## src/rtl/ifu_fetch_if.sv

```systemverilog
// Instruction-memory fetch handshake.
// The fetch unit drives req/addr; memory answers with ready/rdata.
interface ifu_fetch_if;
  logic        imem_req;
  logic [31:0] imem_addr;
  logic        imem_ready;
  logic [31:0] imem_rdata;

  modport master (
    output imem_req,
    output imem_addr,
    input  imem_ready,
    input  imem_rdata
  );

  modport slave (
    input  imem_req,
    input  imem_addr,
    output imem_ready,
    output imem_rdata
  );
endinterface

```

## src/rtl/ifu_fetch.sv

```systemverilog
// Fetch unit: PC register, ready-based fetch, next-PC select.
// One instruction per FETCH/EXEC pair; HALTED exits only via rst.
module ifu_fetch #(
  parameter logic [31:0] RESET_PC = 32'h0000_3000
) (
  input  logic        clk,
  input  logic        rst,
  ifu_fetch_if.master imem,
  input  logic        branch,
  input  logic        jump,
  input  logic        jump_reg,
  input  logic [31:0] reg_target,
  input  logic [31:0] ext_imm,
  input  logic        halt,
  output logic [31:0] instr,
  output logic [15:0] imm16,
  output logic [31:0] pc,
  output logic [31:0] pc_plus4,
  output logic        instr_valid,
  output logic        misalign
);

  typedef enum logic [1:0] {
    BOOT, FETCH, EXEC, HALTED
  } state_t;

  state_t      state, state_n;
  logic [31:0] pc_q, pc_n;
  logic [31:0] instr_q, instr_n;
  logic        mis_q, mis_n;
  logic [31:0] npc;
  logic        req;
  logic        valid;

  always_ff @(posedge clk or posedge rst) begin
    if (rst) begin
      state   <= BOOT;
      pc_q    <= RESET_PC;
      instr_q <= 32'h0;
      mis_q   <= 1'b0;
    end else begin
      state   <= state_n;
      pc_q    <= pc_n;
      instr_q <= instr_n;
      mis_q   <= mis_n;
    end
  end

  assign pc_plus4 = pc_q + 32'd4;

  // jr wins over j, j over a taken branch
  always_comb begin
    npc = pc_plus4;
    priority case (1'b1)
      jump_reg: npc = {reg_target[31:2], 2'b00};
      jump:     npc = {pc_plus4[31:28],
                       instr_q[25:0], 2'b00};
      branch:   npc = pc_plus4 + (ext_imm << 2);
      default:  npc = pc_plus4;
    endcase
  end

  always_comb begin
    state_n = state;
    pc_n    = pc_q;
    instr_n = instr_q;
    mis_n   = mis_q;
    req     = 1'b0;
    valid   = 1'b0;
    unique case (state)
      BOOT: state_n = FETCH;
      FETCH: begin
        req = 1'b1;
        if (imem.imem_ready) begin
          instr_n = imem.imem_rdata;
          state_n = EXEC;
        end
      end
      EXEC: begin
        valid = 1'b1;
        if (halt) begin
          state_n = HALTED;
        end else begin
          pc_n    = npc;
          state_n = FETCH;
          if (jump_reg && (|reg_target[1:0]))
            mis_n = 1'b1;
        end
      end
      HALTED: state_n = HALTED;
      default: state_n = BOOT;
    endcase
  end

  assign imem.imem_req  = req;
  assign imem.imem_addr = pc_q;
  assign instr          = instr_q;
  assign imm16          = instr_q[15:0];
  assign pc             = pc_q;
  assign instr_valid    = valid;
  assign misalign       = mis_q;

endmodule

```

## src/flat_wrapper.sv

```systemverilog
// flat-port wrapper written by rule: the top's interface ports become plain ports
module ifu_fetch_flat 
#(
  parameter logic [31:0] RESET_PC = 32'h0000_3000
)
  (clk, rst, branch, jump, jump_reg, reg_target, ext_imm, halt, instr, imm16, pc, pc_plus4, instr_valid, misalign, imem_imem_req, imem_imem_addr, imem_imem_ready, imem_imem_rdata);
  ifu_fetch_if imem_i ();
  input  logic clk;
  input  logic rst;
  input  logic branch;
  input  logic jump;
  input  logic jump_reg;
  input  logic [31:0] reg_target;
  input  logic [31:0] ext_imm;
  input  logic halt;
  output logic [31:0] instr;
  output logic [15:0] imm16;
  output logic [31:0] pc;
  output logic [31:0] pc_plus4;
  output logic instr_valid;
  output logic misalign;
  output wire logic [$bits(imem_i.imem_req)-1:0] imem_imem_req;
  output wire logic [$bits(imem_i.imem_addr)-1:0] imem_imem_addr;
  input wire logic [$bits(imem_i.imem_ready)-1:0] imem_imem_ready;
  input wire logic [$bits(imem_i.imem_rdata)-1:0] imem_imem_rdata;
  assign imem_imem_req = imem_i.imem_req;
  assign imem_imem_addr = imem_i.imem_addr;
  assign imem_i.imem_ready = imem_imem_ready;
  assign imem_i.imem_rdata = imem_imem_rdata;
  ifu_fetch #(.RESET_PC(RESET_PC)) u_core (.clk(clk), .rst(rst), .imem(imem_i), .branch(branch), .jump(jump), .jump_reg(jump_reg), .reg_target(reg_target), .ext_imm(ext_imm), .halt(halt), .instr(instr), .imm16(imm16), .pc(pc), .pc_plus4(pc_plus4), .instr_valid(instr_valid), .misalign(misalign));
endmodule
```

## config.mk

```make
export PLATFORM = sky130hd
export DESIGN_NAME = ifu_fetch_flat
export DESIGN_NICKNAME = d
export VERILOG_FILES = /design/src/rtl/ifu_fetch_if.sv /design/src/rtl/ifu_fetch.sv /design/src/flat_wrapper.sv
export SDC_FILE = /design/constraint.sdc
export NUM_CORES = 1
export LEC_CHECK = 0
export ABC_AREA = 0
export CORE_ASPECT_RATIO = 1.25
export CORE_UTILIZATION = 44
export CTS_CLUSTER_SIZE = 30
export DETAILED_ROUTE_END_ITERATION = 8
export PLACE_DENSITY_LB_ADDON = 0.2
export SLEW_MARGIN = 20
export SYNTH_ARGS = -nofsm -noshare
export SYNTH_HDL_FRONTEND = slang
export SYNTH_SLANG_ARGS = --single-unit
```

## constraint.sdc

```tcl
create_clock -name clk -period 4.5 [get_ports clk]
set_input_delay 0.675 -clock clk [delete_from_list [all_inputs] [get_ports clk]]
set_output_delay 0.675 -clock clk [all_outputs]
set_load 0.02 [all_outputs]
```

=== Word-level counts from Yosys, hierarchy flattened ===
Index checks and enable logic that the tools add are counted.
W data, S select, Z words.

* Bits of input ports: 103
* Register bits: 67
* Bits in latches: 0
* Output and inout bits: 147
* Memory bits (read-only): 0
* Memory bits (writable): 0
* Memories: 0
* Word-level logic and storage cells: 25

* Divide/modulo/power cells: 0
* Reduce and logical (&&, ||, !) cells: 6
* Bitwise operators: 1
* Muxes and demuxes: 8
* $mul: 0
* $add $sub $neg: 2
* Equality and inequality tests: 4
* Shifts and indexed selects: 0
* Magnitude comparators: 0

{| class="wikitable"
|+ Operator list
! kind !! count
|-
| $mux W32 || 3
|-
| $add A32 B3 Y32 const B || 1
|-
| $add A32 B32 Y32 || 1
|-
| $pmux W2 S4 || 1
|-
| $eq A2 B2 Y1 const B || 2
|-
| $mux W2 || 2
|-
| $reduce_and A2 Y1 || 2
|-
| $reduce_and A3 Y1 || 1
|-
| $eq A2 B1 Y1 const B || 1
|-
| $logic_not A2 Y1 || 1
|-
| $mux W1 || 2
|-
| $ne A2 B2 Y1 const B || 1
|-
| $reduce_or A2 Y1 || 1
|-
| $logic_and A1 B1 Y1 || 1
|-
| $not A1 Y1 || 1
|}

=== Logic depth before layout (Yosys ltp) ===
Gate-level depths: netlist of the first run.

* Depth in word-level cells: 5
* Gate-level depth with buffers: 16
* Gate-level depth less buffers: 16

=== Worst setup path before layout of the first run ===
Ideal clock, no wire load.

* Kind: reg-to-reg
* Start point: register u_core.pc_q[7], in the netlist u_core.imem.imem_addr[7]
* End point: register u_core.pc_q[31], in the netlist u_core.imem.imem_addr[31]
* Setup slack: 421 ps
* Setup time: 69 ps
* Buffers on the path: 0
* Cell stages (with the launch flop): 17
* Clock period less this slack: 4079 ps
* Arrival time: 4010 ps
* Required time: 4431 ps
* Cells stage by stage: dfrtp_1 > and4_1 > and4_1 > nand3_1 > inv_1 > and3_1 > xor2_1 > ha_1 > o21ai_0 > o21bai_1 > a221o_2 > a2bb2oi_2 > o311ai_4 > a41oi_2 > xor2_1 > or4_1 > nand3_1

* Word-level cells in the longest chain between the ends: 5

{| class="wikitable"
|+ RTL lines
! element !! line !! RTL
|-
| start: declaration || ifu_fetch.sv:28 || <nowiki>logic [31:0] pc_q, pc_n;</nowiki>
|-
| start signal: assignment || ifu_fetch.sv:43 || <nowiki>pc_q <= pc_n;</nowiki>
|-
| $add A32 B3 Y32 || ifu_fetch.sv:49 || <nowiki>assign pc_plus4 = pc_q + 32'd4;</nowiki>
|-
| named net pc_plus4[17] || flat_wrapper.sv:19 || <nowiki>output logic [31:0] pc_plus4;</nowiki>
|-
| $add A32 B32 Y32 || ifu_fetch.sv:58 || <nowiki>branch: npc = pc_plus4 + (ext_imm << 2);</nowiki>
|-
| $mux W32 (3 in series) || ifu_fetch.sv:54 || <nowiki>priority case (1'b1)</nowiki>
|}

The timed path passes the listed nets, and every way through them passes these cells.
A chain may end at the register's enable or synchronous reset.

=== Worst setup path after layout of the first run ===
* Start point: register u_core.pc_q[9], in the netlist u_core.imem.imem_addr[9]
* End point: register u_core.pc_q[31], in the netlist u_core.imem.imem_addr[31]

* Word-level cells in the longest chain between the ends: 5

{| class="wikitable"
|+ RTL lines
! element !! line
|-
| $add A32 B3 Y32 * || ifu_fetch.sv:49
|-
| $add A32 B32 Y32 || ifu_fetch.sv:58
|-
| $mux W32 || ifu_fetch.sv:54
|-
| $mux W32 * (2 in series) || ifu_fetch.sv:54
|}

Every way passes the cells marked *; elsewhere a longest branch is shown, timed or not.

==> tab_implementation.tex, run 1 <==
\begin{tabular}{lr}
\hline
Metric & Value \\
\hline
\multicolumn{2}{l}{\textbf{Status}} \\
Run status & finished clean \\
\multicolumn{2}{l}{\textbf{GRT}} \\
Final global-route overflow total & 0 \\
All-layer global routing usage & 28.7\% \\
Pin count of the biggest net entering global routing & 46 \\
Initial antenna violation count & 0 \\
Number of global-route vias before repair & 5544 \\
First-pass GRT wire length & 30500 um \\
\multicolumn{2}{l}{\textbf{STA}} \\
Worst relative slew slack & 46.8\% \\
Period Utilization, post-route & 94.4\% \\
RSZ-0062 raised after global routing & false \\
Number of setup violations in the final report & 0 \\
Pins Over Slew Limit & 0 \\
Highest attainable clock frequency & 0.235 GHz \\
Minimum period implied by the final worst setup slack & 4.25 ns \\
PnR worst setup slack & 0.253 ns \\
Final TNS setup & 0 ns \\
Final Hold Violating Endpoints & 0 \\
Worst hold slack & 0.479 ns \\
Skew final & 0.00813 ns \\
Slew of the pin with the lowest slew margin & 0.793 ns \\
\multicolumn{2}{l}{\textbf{Clock network}} \\
Clock insertion delay at the later pin of the skew report & 0.33 ns \\
Clock slew at reported path FFs & 0.06 ns \\
Clock H-tree levels & 3 \\
Max Buffers Root-to-Sink & 2 \\
Count of cells resized by post-cts repair & 0 \\
Number of hold-repair buffers added at the cts stage & 0 \\
Clock tree root buffer cell & sky130\_fd\_sc\_hd\_\_clkbuf\_16 \\
TritonCTS clock tree & done \\
Post-CTS Setup Inserts & 0 \\
Number of sinks driven by the clock tree & 65 \\
Number of buffers created by CTS & 9 \\
\multicolumn{2}{l}{\textbf{Placement}} \\
Worst-case setup slack after placement & 0.260 ns \\
Total placed instance area & 7990 um2 \\
GP Congestion & 0.951 \\
Number of buffer cells added on primary ports & 241 \\
Detailed placer's ending HPWL & 15700 um \\
\multicolumn{2}{l}{\textbf{Synthesis}} \\
Fraction of synthesis flops using an asynchronous set or reset pin & 100\% \\
Number of enable flip-flop cells after synthesis & 0 \\
Avg Synthesized Cell Area & 8.52 um2 \\
Count of state elements after synthesis & 65 \\
Warning count from the yosys run & 0 \\
Library cells used by synthesis & 67 \\
Main synth FF type & sky130\_fd\_sc\_hd\_\_dfrtp\_1 \\
Proportion of synthesized chip area in sequential cells & 28.3\% \\
Netlist area before placement & 5750 um2 \\
Synthesized instance count & 675 \\
\multicolumn{2}{l}{\textbf{Hold path}} \\
Worst hold path type & flop to flop \\
Worst min-delay path startpoint & u\_core.misalign\$\_DFFE\_PP0P\_ \\
Hold-critical path depth & 1 \\
Endpoint of the worst hold-timing path & u\_core.misalign\$\_DFFE\_PP0P\_ \\
\multicolumn{2}{l}{\textbf{Setup path}} \\
Worst setup SP type & flop \\
Worst-case register-to-register setup slack & 0.25 ns \\
Worst Reg-to-Reg Cells & 15 \\
Critical path capture point type & flop \\
Data arrival at the endpoint of the critical path & 4.51 ns \\
Source of the worst register-to-register timing path & u\_core.imem.imem\_addr[9]\$\_DFFE\_PP0P\_ \\
Highest net fanout along the worst path & 6 \\
Worst path required time & 4.76 ns \\
Reg-to-Reg End & u\_core.imem.imem\_addr[31]\$\_DFFE\_PP0P\_ \\
Path type of the worst setup path & flop to flop \\
\multicolumn{2}{l}{\textbf{Final layout}} \\
Syn-to-layout area delta & 44.6\% \\
Nets & 1006 \\
Final cell area excluding filler cells & 8320 um2 \\
Number of inserted filler cells in the final layout & 1077 \\
Layout cell share with drive strength beyond 1 & 9.41\% \\
Combined area of the multi-input logic cells & 3580 um2 \\
Number of antenna cells inserted & 0 \\
Area of all sequential standard cells & 1630 um2 \\
\multicolumn{2}{l}{\textbf{Die}} \\
Die span in x & 104 um \\
Die height & 130 um \\
Total die area & 13500 um2 \\
Starting density of the core & 45.2\% \\
Floorplan row count & 46 \\
Core Footprint & 12700 um2 \\
Number of top-level pins & 250 \\
\multicolumn{2}{l}{\textbf{Route}} \\
Detail-routed via count per cell & 5.63 \\
Routed wire length & 19800 um \\
Initial DRC count & 405 \\
DRC errors left & 0 \\
Number of search-and-repair iterations in the first detailed-routing pass & 5 \\
Routed wire per std cell & 19.0 um \\
Antenna-violating nets left & 0 \\
Overall via count from detail\_route & 5851 \\
\multicolumn{2}{l}{\textbf{Run}} \\
Maximum capacitance violations & 0 \\
\multicolumn{2}{l}{\textbf{Pwr}} \\
Power Dens Cells & 546 nW/um2 \\
Leakage & 3.45 nW \\
Peak supply drop & 0.388 mV \\
\hline
\end{tabular}
## cells in the final DEF, fill, tap and decap left out, types with 6 or more instances in the layout
master                              n
sky130_fd_sc_hd__buf_4             14
sky130_fd_sc_hd__ha_1              36
sky130_fd_sc_hd__clkdlybuf4s50_1  241
sky130_fd_sc_hd__o21bai_1           8
sky130_fd_sc_hd__a21oi_1           55
sky130_fd_sc_hd__nand3_1           15
sky130_fd_sc_hd__dfrtp_1           63
sky130_fd_sc_hd__a31oi_1            7
sky130_fd_sc_hd__o211ai_1          12
sky130_fd_sc_hd__nand4_1           15
sky130_fd_sc_hd__o21a_1             6
sky130_fd_sc_hd__conb_1             6
sky130_fd_sc_hd__inv_1             11
sky130_fd_sc_hd__nor2_1            66
sky130_fd_sc_hd__nor3_1             7
sky130_fd_sc_hd__mux2i_1            9
sky130_fd_sc_hd__mux2_2            32
sky130_fd_sc_hd__nand2_1           52
sky130_fd_sc_hd__xnor2_1           35
sky130_fd_sc_hd__o21ai_0           38
sky130_fd_sc_hd__xor2_1            15
sky130_fd_sc_hd__nand2b_1           7
sky130_fd_sc_hd__a211oi_1          15
sky130_fd_sc_hd__and3_1            14
sky130_fd_sc_hd__a21o_1             9
sky130_fd_sc_hd__clkbuf_16          9
## critical path, cell delays in order, from the launching register on
cell and delay [ns]:
sky130_fd_sc_hd__dfrtp_1 0.48, sky130_fd_sc_hd__and4_1 0.29, sky130_fd_sc_hd__and4_1 0.25, sky130_fd_sc_hd__and3_1 0.30
sky130_fd_sc_hd__nand3_1 0.13, sky130_fd_sc_hd__xnor2_1 0.31, sky130_fd_sc_hd__ha_1 0.37, sky130_fd_sc_hd__a21o_1 0.18
sky130_fd_sc_hd__a21o_1 0.16, sky130_fd_sc_hd__a21oi_1 0.19, sky130_fd_sc_hd__nor3b_1 0.38, sky130_fd_sc_hd__o311ai_4 0.19
sky130_fd_sc_hd__a41oi_2 0.28, sky130_fd_sc_hd__xor2_1 0.13, sky130_fd_sc_hd__or4_1 0.43, sky130_fd_sc_hd__nand3_1 0.10
## through the flow
step | cells | total power [mW] | util [%]
3_3_place_gp | 1023 | 3.73 | 62.8
6_report | 1039 | 4.54 | 65.4
5_1_grt | 1039 | 4.79 | 65.4
2_1_floorplan | 680 | 2.68 | -
4_1_cts | 1039 | 4.54 | 65.4
3_5_place_dp | 1023 | 3.76 | 62.8
## power breakdown
group | switching [mW] | leakage (nW) | internal (mW)
combinational | 1.46 | 2.51 | 1.28
clock | 0.257 | 0.151 | 0.500
sequential | 0.272 | 0.795 | 0.767
total | 1.99 | 3.45 | 2.55
## layout make-up
cell class                      count  share of cell area (%)
Timing Repair Buffer              255                    30.3
Multi-Input combinational cell    521                    43.0
Sequential cell                    65                    19.6
Clock inverter                      6                    1.10
Clock buffer                       10                    2.87
Inverter                           14                   0.632
Tap cell                          168                    2.53
## state kept, by name, summed over array words and instances (netlist names)
name and cells:
u_core.imem.imem_addr 30, u_core.instr 32, u_core.misalign 1, u_core.state 2
## kinds of logic after synthesis
| family | count (synthesis) | share of synthesized area [%] |
|---|---|---|
| AND/OR/NAND/NOR | 203 | 17.0 |
| adder cells (fa/ha/maj) | 37 | 8.18 |
| XOR/XNOR | 50 | 7.61 |
| AO/OA/AOI/OAI | 184 | 21.2 |
| multiplexers | 41 | 7.83 |
| flip-flops | 65 | 28.3 |
| other | 1 | 0.0652 |
| buffers and inverters | 94 | 9.79 |
## Yosys cell counts (all sizes together) (6+ instances only)
master | n | area [um2]
nand2b | 7 | 43.8
mux2i | 9 | 90.1
nor3 | 7 | 35.0
inv | 12 | 45.0
a21oi | 56 | 284
a211oi | 16 | 125
nand4 | 15 | 93.8
o21ai | 44 | 228
ha | 36 | 450
o211ai | 12 | 90.1
o21bai | 8 | 60.1
clkbuf | 21 | 80.1
nor2 | 67 | 254
and3 | 16 | 103
dfrtp | 63 | 1580
nand3 | 16 | 85.1
xnor2 | 35 | 307
mux2 | 32 | 360
buf | 59 | 430
o21a | 6 | 45.0
xor2 | 15 | 131
nand2 | 52 | 195
a31oi | 7 | 43.8
a21o | 9 | 67.6
## routing by layer
metal / GRT usage, % / routed length (um) / vias to the layer above
li1: - / - / 2768
met1: 37.0 / 8330 / 2813
met2: 50.8 / 9950 / 245
met3: 4.10 / 1190 / 25
met4: 7.31 / 302 / 0
met5: 0 / 0 / -
## worst max-delay path by stage
stage,from,endpoint,depth (start not counted)
final,u_core.imem.imem_addr[9]$_DFFE_PP0P_,u_core.imem.imem_addr[31]$_DFFE_PP0P_,15
after global routing,u_core.imem.imem_addr[8]$_DFFE_PP0P_,u_core.imem.imem_addr[31]$_DFFE_PP0P_,15
after CTS,u_core.imem.imem_addr[8]$_DFFE_PP0P_,u_core.imem.imem_addr[31]$_DFFE_PP0P_,15
after detailed placement,u_core.imem.imem_addr[8]$_DFFE_PP0P_,u_core.imem.imem_addr[31]$_DFFE_PP0P_,15
after global placement,u_core.imem.imem_addr[9]$_DFFE_PP0P_,u_core.imem.imem_addr[31]$_DFFE_PP0P_,15
after floorplan,u_core.imem.imem_addr[7]$_DFFE_PP0P_,u_core.imem.imem_addr[31]$_DFFE_PP0P_,16
(Power assumes the default switching activity.)
==> run 2, diff against run 1 <==
Settings changed: SLEW_MARGIN 20 to 40.
==> results of run 2 <==
Same layout as run 1: the final DEF is identical, and so are final timing and power.
